### src/rtl/vram_arbiter_if.sv
// rtl/vram_arbiter_if.sv - Video and CPU request/response bundle for vram_arbiter
//
// Purpose: groups the chroni video-fetch port and the CPU VRAM-window port.
// master = requesters (chroni + CPU bus decode), slave = vram_arbiter.
// Signals:
//   vid_req/vid_addr -> vid_ack, vid_data/vid_valid         video read channel
//   cpu_wr/cpu_rd/cpu_addr/cpu_wdata -> cpu_rdata/cpu_rvalid CPU access channel
//   cpu_busy, err_overflow                                   CPU flow control / status
interface vram_arbiter_if #(
  parameter int ADDR_W = 14,
  parameter int DATA_W = 8
);
  logic              vid_req;
  logic [ADDR_W-1:0] vid_addr;
  logic              vid_ack;
  logic [DATA_W-1:0] vid_data;
  logic              vid_valid;

  logic              cpu_wr;
  logic              cpu_rd;
  logic [ADDR_W-1:0] cpu_addr;
  logic [DATA_W-1:0] cpu_wdata;
  logic [DATA_W-1:0] cpu_rdata;
  logic              cpu_rvalid;
  logic              cpu_busy;
  logic              err_overflow;

  modport master (
    output vid_req, vid_addr, cpu_wr, cpu_rd, cpu_addr, cpu_wdata,
    input  vid_ack, vid_data, vid_valid, cpu_rdata, cpu_rvalid, cpu_busy, err_overflow
  );

  modport slave (
    input  vid_req, vid_addr, cpu_wr, cpu_rd, cpu_addr, cpu_wdata,
    output vid_ack, vid_data, vid_valid, cpu_rdata, cpu_rvalid, cpu_busy, err_overflow
  );
endinterface

### src/rtl/vram_arbiter.sv
// rtl/vram_arbiter.sv - Single-port VRAM arbiter for chroni video fetch and CPU window
//
// Purpose: per-cycle grant of the VRAM port to video reads (priority) or CPU
// accesses, with a starvation guard, a CPU write FIFO and a 2-cycle read return.
// Ports:
//   clk, reset      system clock, synchronous active-high reset
//   bus (slave)     video and CPU channels, see vram_arbiter_if
//   mem_addr/mem_we/mem_wdata  VRAM command, combinational from the grant
//   mem_rdata       VRAM read data, valid the cycle after the address
module vram_arbiter #(
  parameter int ADDR_W     = 14,
  parameter int DATA_W     = 8,
  parameter int FIFO_DEPTH = 4,
  parameter int STARVE_MAX = 15
) (
  input  logic              clk,
  input  logic              reset,
  vram_arbiter_if.slave     bus,
  output logic [ADDR_W-1:0] mem_addr,
  output logic              mem_we,
  output logic [DATA_W-1:0] mem_wdata,
  input  logic [DATA_W-1:0] mem_rdata
);

  localparam int PTR_W = $clog2(FIFO_DEPTH);
  localparam int CNT_W = $clog2(STARVE_MAX + 1);
  localparam logic [CNT_W-1:0] STARVE_LIM = CNT_W'(STARVE_MAX);

  typedef enum logic [1:0] {GNT_IDLE, GNT_VID, GNT_CPU} grant_t;
  typedef enum logic [1:0] {TAG_NONE, TAG_VID, TAG_CPU} tag_t;

  // CPU write FIFO; pointers carry one extra wrap bit to tell full from empty
  logic [ADDR_W-1:0] fifo_addr [FIFO_DEPTH];
  logic [DATA_W-1:0] fifo_data [FIFO_DEPTH];
  logic [PTR_W:0]    wr_ptr;
  logic [PTR_W:0]    rd_ptr;
  logic              fifo_empty;
  logic              fifo_full;

  logic              rd_pending;
  logic [ADDR_W-1:0] rd_addr;
  logic [CNT_W-1:0]  starve_cnt;
  tag_t              tag_s1;

  logic              vid_valid_q;
  logic [DATA_W-1:0] vid_data_q;
  logic              cpu_rvalid_q;
  logic [DATA_W-1:0] cpu_rdata_q;
  logic              err_q;

  grant_t            grant;
  logic              cpu_pending;
  logic              push;
  logic              pop;
  logic              rd_grant;

  assign fifo_empty = (wr_ptr == rd_ptr);
  assign fifo_full  = (wr_ptr[PTR_W] != rd_ptr[PTR_W]) &&
                      (wr_ptr[PTR_W-1:0] == rd_ptr[PTR_W-1:0]);

  // A pending read only becomes eligible once the FIFO drains, so reads never
  // overtake earlier writes; either way the CPU side counts as waiting.
  assign cpu_pending = !fifo_empty || rd_pending;

  always_comb begin
    grant = GNT_IDLE;
    if (reset)                                           grant = GNT_IDLE;
    else if (cpu_pending && (starve_cnt == STARVE_LIM))  grant = GNT_CPU;
    else if (bus.vid_req)                                grant = GNT_VID;
    else if (cpu_pending)                                grant = GNT_CPU;
  end

  // FIFO head has precedence over a read within a CPU grant
  assign pop      = (grant == GNT_CPU) && !fifo_empty;
  assign rd_grant = (grant == GNT_CPU) && fifo_empty;
  // Full is judged before any same-cycle pop: a write at full is always dropped
  assign push     = bus.cpu_wr && !fifo_full && !reset;

  always_comb begin
    mem_addr  = '0;
    mem_we    = 1'b0;
    mem_wdata = '0;
    case (grant)
      GNT_VID: mem_addr = bus.vid_addr;
      GNT_CPU: begin
        if (!fifo_empty) begin
          mem_addr  = fifo_addr[rd_ptr[PTR_W-1:0]];
          mem_wdata = fifo_data[rd_ptr[PTR_W-1:0]];
          mem_we    = 1'b1;
        end else begin
          mem_addr  = rd_addr;
        end
      end
      default: ;
    endcase
  end

  assign bus.vid_ack = (grant == GNT_VID);

  // FIFO storage needs no reset: the pointers define which entries are live
  always_ff @(posedge clk) begin
    if (push) begin
      fifo_addr[wr_ptr[PTR_W-1:0]] <= bus.cpu_addr;
      fifo_data[wr_ptr[PTR_W-1:0]] <= bus.cpu_wdata;
    end
  end

  always_ff @(posedge clk) begin
    if (reset) begin
      wr_ptr       <= '0;
      rd_ptr       <= '0;
      rd_pending   <= 1'b0;
      rd_addr      <= '0;
      starve_cnt   <= '0;
      tag_s1       <= TAG_NONE;
      vid_valid_q  <= 1'b0;
      vid_data_q   <= '0;
      cpu_rvalid_q <= 1'b0;
      cpu_rdata_q  <= '0;
      err_q        <= 1'b0;
    end else begin
      if (push) wr_ptr <= wr_ptr + 1'b1;
      if (pop)  rd_ptr <= rd_ptr + 1'b1;

      // rd_grant implies rd_pending, so a strobe in the same cycle is ignored anyway
      if (rd_grant) begin
        rd_pending <= 1'b0;
      end else if (bus.cpu_rd && !rd_pending) begin
        rd_pending <= 1'b1;
        rd_addr    <= bus.cpu_addr;
      end

      if (bus.cpu_wr && fifo_full) err_q <= 1'b1;

      if (!cpu_pending || (grant == GNT_CPU))
        starve_cnt <= '0;
      else if ((grant == GNT_VID) && (starve_cnt != STARVE_LIM))
        starve_cnt <= starve_cnt + 1'b1;

      // Stage 1 tags the access issued this cycle; stage 2 captures mem_rdata
      if (grant == GNT_VID) tag_s1 <= TAG_VID;
      else if (rd_grant)    tag_s1 <= TAG_CPU;
      else                  tag_s1 <= TAG_NONE;

      vid_valid_q  <= (tag_s1 == TAG_VID);
      cpu_rvalid_q <= (tag_s1 == TAG_CPU);
      if (tag_s1 == TAG_VID) vid_data_q  <= mem_rdata;
      if (tag_s1 == TAG_CPU) cpu_rdata_q <= mem_rdata;
    end
  end

  // Outputs are forced low for every cycle reset is high, including the first
  assign bus.vid_valid    = vid_valid_q && !reset;
  assign bus.vid_data     = reset ? '0 : vid_data_q;
  assign bus.cpu_rvalid   = cpu_rvalid_q && !reset;
  assign bus.cpu_rdata    = reset ? '0 : cpu_rdata_q;
  assign bus.cpu_busy     = (fifo_full || rd_pending) && !reset;
  assign bus.err_overflow = err_q && !reset;

endmodule
### src/flat_wrapper.sv
// flat-port wrapper written by rule: the top's interface ports become plain ports
module vram_arbiter_flat 
#(
  parameter int ADDR_W     = 14,
  parameter int DATA_W     = 8,
  parameter int FIFO_DEPTH = 4,
  parameter int STARVE_MAX = 15
)
  (clk, reset, mem_addr, mem_we, mem_wdata, mem_rdata, bus_vid_req, bus_vid_addr, bus_cpu_wr, bus_cpu_rd, bus_cpu_addr, bus_cpu_wdata, bus_vid_ack, bus_vid_data, bus_vid_valid, bus_cpu_rdata, bus_cpu_rvalid, bus_cpu_busy, bus_err_overflow);
  vram_arbiter_if #(.ADDR_W(ADDR_W), .DATA_W(DATA_W)) bus_i ();
  input  logic clk;
  input  logic reset;
  output logic [ADDR_W-1:0] mem_addr;
  output logic mem_we;
  output logic [DATA_W-1:0] mem_wdata;
  input  logic [DATA_W-1:0] mem_rdata;
  input wire logic [$bits(bus_i.vid_req)-1:0] bus_vid_req;
  input wire logic [$bits(bus_i.vid_addr)-1:0] bus_vid_addr;
  input wire logic [$bits(bus_i.cpu_wr)-1:0] bus_cpu_wr;
  input wire logic [$bits(bus_i.cpu_rd)-1:0] bus_cpu_rd;
  input wire logic [$bits(bus_i.cpu_addr)-1:0] bus_cpu_addr;
  input wire logic [$bits(bus_i.cpu_wdata)-1:0] bus_cpu_wdata;
  output wire logic [$bits(bus_i.vid_ack)-1:0] bus_vid_ack;
  output wire logic [$bits(bus_i.vid_data)-1:0] bus_vid_data;
  output wire logic [$bits(bus_i.vid_valid)-1:0] bus_vid_valid;
  output wire logic [$bits(bus_i.cpu_rdata)-1:0] bus_cpu_rdata;
  output wire logic [$bits(bus_i.cpu_rvalid)-1:0] bus_cpu_rvalid;
  output wire logic [$bits(bus_i.cpu_busy)-1:0] bus_cpu_busy;
  output wire logic [$bits(bus_i.err_overflow)-1:0] bus_err_overflow;
  assign bus_i.vid_req = bus_vid_req;
  assign bus_i.vid_addr = bus_vid_addr;
  assign bus_i.cpu_wr = bus_cpu_wr;
  assign bus_i.cpu_rd = bus_cpu_rd;
  assign bus_i.cpu_addr = bus_cpu_addr;
  assign bus_i.cpu_wdata = bus_cpu_wdata;
  assign bus_vid_ack = bus_i.vid_ack;
  assign bus_vid_data = bus_i.vid_data;
  assign bus_vid_valid = bus_i.vid_valid;
  assign bus_cpu_rdata = bus_i.cpu_rdata;
  assign bus_cpu_rvalid = bus_i.cpu_rvalid;
  assign bus_cpu_busy = bus_i.cpu_busy;
  assign bus_err_overflow = bus_i.err_overflow;
  vram_arbiter #(.ADDR_W(ADDR_W), .DATA_W(DATA_W), .FIFO_DEPTH(FIFO_DEPTH), .STARVE_MAX(STARVE_MAX)) u_core (.clk(clk), .reset(reset), .bus(bus_i), .mem_addr(mem_addr), .mem_we(mem_we), .mem_wdata(mem_wdata), .mem_rdata(mem_rdata));
endmodule
### config.mk
export PLATFORM = sky130hd
export DESIGN_NAME = vram_arbiter_flat
export DESIGN_NICKNAME = d
export VERILOG_FILES = /design/src/rtl/vram_arbiter_if.sv /design/src/rtl/vram_arbiter.sv /design/src/flat_wrapper.sv
export SDC_FILE = /design/constraint.sdc
export NUM_CORES = 1
export LEC_CHECK = 0
export CORE_MARGIN = 10
export CORE_UTILIZATION = 63
export DETAILED_ROUTE_END_ITERATION = 8
export DONT_BUFFER_PORTS = 1
export PLACE_DENSITY = 0.79
export SETUP_SLACK_MARGIN = 0.1
export SLEW_MARGIN = 25
export SYNTH_ARGS = -nofsm -noshare
export SYNTH_HDL_FRONTEND = slang
export SYNTH_SLANG_ARGS = --single-unit
### constraint.sdc
create_clock -name clk -period 5.1 [get_ports clk]
set_input_delay 1.02 -clock clk [delete_from_list [all_inputs] [get_ports clk]]
set_output_delay 1.02 -clock clk [all_outputs]
set_load 0.02 [all_outputs]
# Word level (Yosys, flattened, before mapping)
# Memories as Yosys holds them, arrays and structs flattened. A register that Yosys moved wholly into a read port is not among the register bits.
# Index checks and enable logic that the tools add are counted.
classes:
  eq_ne: 9
  n_reduce_logical: 25
  mux: 20
  n_addsub: 3
  bitwise: 1
ops:
  columns: ["op", "n"]
  rows:
  - ["8-bit 2-to-1 mux", 4]
  - ["14-bit case mux with 2 select lines", 1]
  - ["2-bit 2-to-1 mux", 9]
  - ["14-bit 2-to-1 mux", 1]
  - ["1-bit logical AND", 13]
  - ["3-bit by 1-bit adder with 3-bit output, second input constant", 2]
  - ["2-bit OR reduction", 3]
  - ["1-bit zero test", 5]
  - ["1-bit 2-to-1 mux", 5]
  - ["4-bit by 1-bit adder with 4-bit output, second input constant", 1]
  - ["2-bit by 1-bit == test with 1-bit output, second input constant", 2]
  - ["2-bit == test, second input constant", 2]
  - ["4-bit == test, second input constant", 1]
  - ["4-bit inequality test, second input constant", 1]
  - ["3-bit == test", 1]
  - ["1-bit logical OR", 3]
  - ["2-bit == test", 1]
  - ["2-bit AND reduction", 1]
  - ["1-bit inequality test", 1]
  - ["1-bit inverter", 1]
totals:
  wordCells: 72
  regBits: 46
  ramBits: 88
  n_memories: 2
  out_inout_bits: 44
  inputBits: 49
mem_list:
  columns: ["name", "depth", "width", "rd", "rd_clocked_by_memory_dff", "wr", "line", "text"]
  rows:
  - ["u_core.fifo_addr", 4, 14, 1, 1, 1, "vram_arbiter.sv:33", "logic [ADDR_W-1:0] fifo_addr [FIFO_DEPTH];"]
  - ["u_core.fifo_data", 4, 8, 1, 1, 1, "vram_arbiter.sv:34", "logic [DATA_W-1:0] fifo_data [FIFO_DEPTH];"]

# Depth between registers and ports, before layout
depth:
  ltp_word: 11
  depth_mapped: 11
  depth_no_buf: 8

# Worst setup path after synthesis
# OpenSTA, ideal clock, no wires.
synth_path:
  kind: "in2out"
  from: "input port reset"
  to: "output port mem_addr[11]"
  n_path_buf: 6
  slack_ps: 870
  t_arrival_ps: 3210
  path_stages: 11
  required_ps: 4080
  cell_sequence: "clkbuf_1 > buf_2 > buf_1 > nand3b_1 > ha_1 > buf_2 > nor2b_1 > buf_2 > clkbuf_1 > nand2_1 > o211ai_1"
synth_between:
  elab_chain_len: 3
  elab_cells_between_ends: 4
synth_rtl:
  columns: ["element", "line", "text"]
  rows:
  - ["from (decl)", "flat_wrapper.sv:12", "input logic reset;"]
  - ["2-bit 2-to-1 mux (*)", "vram_arbiter.sv:67", "if (reset) grant = GNT_IDLE;"]
  - ["2-bit == test or 2-bit by 1-bit == test with 1-bit output (tied branches)", "vram_arbiter.sv:83", "case (grant)"]
  - ["14-bit case mux with 2 select lines (*)", "vram_arbiter.sv:83", null]
  - ["to (decl)", "flat_wrapper.sv:13", "output logic [ADDR_W-1:0] mem_addr;"]
# Every way passes the cells marked *; elsewhere a longest branch is shown, timed or not.

# Worst setup path in the final report
layout_path:
  from: "register u_core.rd_ptr[2]"
  to: "output port mem_addr[9]"
layout_between:
  elab_chain_len: 9
  elab_cells_between_ends: 12
layout_rtl:
  columns: ["element", "line", "text"]
  rows:
  - ["from (decl)", "vram_arbiter.sv:36", "logic [PTR_W:0] rd_ptr;"]
  - ["from (signal assigned)", "vram_arbiter.sv:123", "if (pop) rd_ptr <= rd_ptr + 1'b1;"]
  - ["3-bit == test (*)", "vram_arbiter.sv:57", "assign fifo_empty = (wr_ptr == rd_ptr);"]
  - ["1-bit zero test (*)", "vram_arbiter.sv:63", "assign cpu_pending = !fifo_empty || rd_pending;"]
  - ["1-bit logical OR (*)", "vram_arbiter.sv:63", null]
  - ["2-bit 2-to-1 mux", "vram_arbiter.sv:70", "else if (cpu_pending) grant = GNT_CPU;"]
  - ["2-bit 2-to-1 mux", "vram_arbiter.sv:69", "else if (bus.vid_req) grant = GNT_VID;"]
  - ["2-bit 2-to-1 mux (*)", "vram_arbiter.sv:68", "else if (cpu_pending && (starve_cnt == STARVE_LIM)) grant = GNT_CPU;"]
  - ["2-bit 2-to-1 mux (*)", "vram_arbiter.sv:67", null]
  - ["2-bit by 1-bit == test with 1-bit output (*)", null, null]
  - ["via bus_vid_ack", "flat_wrapper.sv:23", "output wire logic [$bits(bus_i.vid_ack)-1:0] bus_vid_ack;"]
  - ["14-bit case mux with 2 select lines (*)", "vram_arbiter.sv:83", null]
# Mark *: on every way through the listed nets, which the timed path passes. The rest lies on a longest branch.

==> flow_summary.json <==
{
  "status": "finished, final reports clean",
  "path_buf_inv": 0,
  "grt_overflow": 0,
  "syn-num-nets": 473,
  "grt_max_degree": 75,
  "setup_viol_count_final": 0,
  "ant_nets": 0,
  "cts_hold_buf": 0,
  "clock_sinks": 136,
  "drc": 0,
  "place_hpwl_um": 7950,
  "area_growth_pct": 12.0,
  "die_w_um": 116,
  "path_max_fanout": 18,
  "fill_cells": 592,
  "ys_types": 47,
  "layout-drive-gt1-share_pct": 17.1,
  "rrSetupSlack_ps": 2250,
  "top_level_ports": 93,
  "nNetsFinal": 471,
  "drt_iter0_markers": 238,
  "ys_warn_count": 0,
  "syn_inst": 416,
  "antenna_found_initial": 0,
  "avgSynthCellArea_um2": 14.1,
  "worstSkewPairLatency_ps": 520,
  "path_class": "reg -> out",
  "finalCritPeriodShare_pct": 89.6,
  "start_util_pct": 64.0,
  "synth-edff-count": 88,
  "path_clk_slew_ps": 60,
  "numCtsBuffers": 17,
  "drv_slew": 0,
  "r2r_end": "u_core.rd_addr[6]",
  "core_area_um2": 9150,
  "slew_headroom_pct": 41.3,
  "fmax_ghz": 0.219,
  "post_cts_resized": 0,
  "detail_route.wl_per_cell_um": 23.4,
  "endpoint": "mem_addr[9]",
  "cts.path.max_buffers": 2,
  "cts_setup_buffers": 0,
  "synthesis.area_um2": 5860,
  "ys_seq_area_share_pct": 61.5,
  "cp.required_ps": 4080,
  "grt_first_pass_wirelength_um": 20000,
  "dr.pass1.iters": 4,
  "worstMarginPinSlew_ps": 877,
  "root_buffer": "clkbuf_8",
  "ys_ff_latch": 136,
  "hold_viol": 0,
  "vias": 3495,
  "hold_ws_ps": 478,
  "cpPeakStageDelay_ps": 610,
  "slowest_stage": "nor2b_2",
  "crit_chain": "xnor2_1, nand3_2, o21ai_1, ha_1, nor2b_2, nand2_1, o211ai_1",
  "cts_tree": "built",
  "cp_num_cells": 7,
  "dieArea_um2": 13600,
  "p_per_area_nw_per_um2": 405,
  "cellLeakagePower_nw": 2.18,
  "hold_class": "reg -> reg",
  "yosys_most_used_dff": "edfxtp_1",
  "die-height_um": 116,
  "cp-start-kind": "register",
  "row_count": 35,
  "async_flop_share_pct": 0,
  "r2r_cells": 6,
  "ir_worst_vdd_mv": 0.399,
  "end_kind": "primary output",
  "routed_via_density": 6.50,
  "min_period_ps": 4570,
  "critPathLaunch": "u_core.rd_ptr[2]",
  "grt_pass1_vias": 3647,
  "grt_usage_pct": 19.6,
  "skew_ps": 10.7,
  "io_buffers": 0,
  "htreeDepth": 4,
  "timing.max_cap.violations": 0,
  "path_delay_family": "simple AND/OR/NAND/NOR gates",
  "rsz0062_at_grt": "false",
  "r2r-start": "u_core.rd_ptr[2]",
  "cp.arrival_ps": 3550,
  "wirelength_um": 12600,
  "insertedDiodeCount": 0,
  "place.gp.congestion": 0.799,
  "setup_tns_ps": 0
}
## cells by family after synthesis
logic type / Yosys count / synth area share, %
XOR/XNOR: 6 / 1.15
buffers and inverters: 32 / 2.61
flip-flops: 136 / 61.5
multiplexers: 42 / 12.0
AO/OA/AOI/OAI: 65 / 9.06
adder cells (fa/ha/maj): 8 / 1.71
AND/OR/NAND/NOR: 127 / 12.0
## synth_stat cells (2+ instances only)
cell	instances	area, um2
a211oi_1	2	15.0
a21oi_1	5	25.0
a31oi_1	2	12.5
and2_1	8	50.1
buf_1	3	11.3
buf_2	8	40.0
buf_4	2	15.0
buf_6	2	22.5
clkbuf_1	13	48.8
dfxtp_1	48	961
edfxtp_1	88	2640
ha_1	8	100
inv_1	4	15.0
mux2_2	4	45.0
mux2i_1	16	160
mux4_2	22	495
nand2_1	30	113
nand2b_1	36	225
nand3_1	2	10.0
nor2_1	11	41.3
nor2b_1	23	144
nor3_1	4	20.0
nor3b_1	4	30.0
o211ai_1	14	105
o21ai_0	2	10.0
o22a_1	16	140
o311ai_0	14	123
o31a_1	2	17.5
o41ai_1	2	17.5
xnor2_2	2	32.5
xor2_1	3	26.3
## report_power, final
part | internal (mW) | leakage, nW | switching, mW | total, mW
registers | 1.21 | 1.19 | 0.0218 | 1.23
logic | 0.0633 | 0.688 | 0.0987 | 0.162
clock network | 0.821 | 0.298 | 0.442 | 1.26
## metal layers
layer	up-vias	share of wire, %	global-route usage (%)	wire (um)
met5	-	0	0	0
met4	0	1.8	6.42	223
met3	22	11	9.45	1370
met2	144	50	30.8	6250
met1	1755	38	23.1	4740
li1	1574	-	-	-
## state kept, by name, indices dropped and copies added, names as in the netlist, named ones only
signal               count
u_core.tag_s1            2
u_core.err_q             1
u_core.fifo_addr        56
u_core.rd_pending        1
u_core.cpu_rvalid_q      1
u_core.vid_valid_q       1
u_core.cpu_rdata_q       8
u_core.rd_ptr            3
u_core.vid_data_q        8
u_core.wr_ptr            3
u_core.starve_cnt        4
u_core.fifo_data        32
u_core.rd_addr          14
## stage by stage
stage          std cells  power, mW  area (um2)  setup WS, ps  util, %
2_1_floorplan        416       1.39        5860           870        -
3_3_place_gp         506       1.41        5940           956     64.9
3_5_place_dp         506       1.42        5940           809     64.9
4_1_cts              538       2.67        6560           246     71.6
5_1_grt              538       2.74        6560           261     71.7
6_report             538       2.66        6560           529     71.7
## layout by cell type, fill, tap and decap left out, drive strengths merged, types with 6 or more instances in the layout
cell type / synthesis / layout
buf: 15 / 7
o311ai: 14 / 14
o22a: 16 / 16
nor2b: 23 / 23
and2: 8 / 8
edfxtp: 88 / 88
dfxtp: 48 / 48
ha: 8 / 8
inv: 4 / 6
mux4: 22 / 22
nor2: 11 / 11
mux2i: 16 / 16
o211ai: 14 / 14
nand2: 30 / 30
clkbuf: 13 / 21
nand2b: 36 / 36
## worst reg2reg max path, stage by stage (launching register included)
cell	delay, ps
dfxtp_1	350
xnor2_1	430
nand3_2	470
o21a_1	330
ha_1	290
a41oi_4	610
mux2i_1	290
## worst min path at each step
stage / start / endpoint / cells after the start
6_report: u_core.rd_addr[1] / u_core.rd_addr[1] / 2
3_3_place_gp: u_core.rd_addr[12] / u_core.rd_addr[12] / 2
4_1_cts: u_core.rd_addr[10] / u_core.rd_addr[10] / 2
2_1_floorplan: u_core.err_q / u_core.err_q / 2
5_1_grt: u_core.rd_addr[5] / u_core.rd_addr[5] / 2
3_5_place_dp: u_core.rd_addr[1] / u_core.rd_addr[1] / 2
## cell type report
cell class                      instances  area [um2]  area share, %
Clock buffer                           21         449           6.84
Clock inverter                         11         170           2.59
Inverter                                4        15.0          0.229
Multi-Input combinational cell        248        2130           32.5
Sequential cell                       136        3610           54.9
Tap cell                              111         139           2.12
Timing Repair Buffer                    7        52.6          0.801
(Power assumes the default switching activity.)
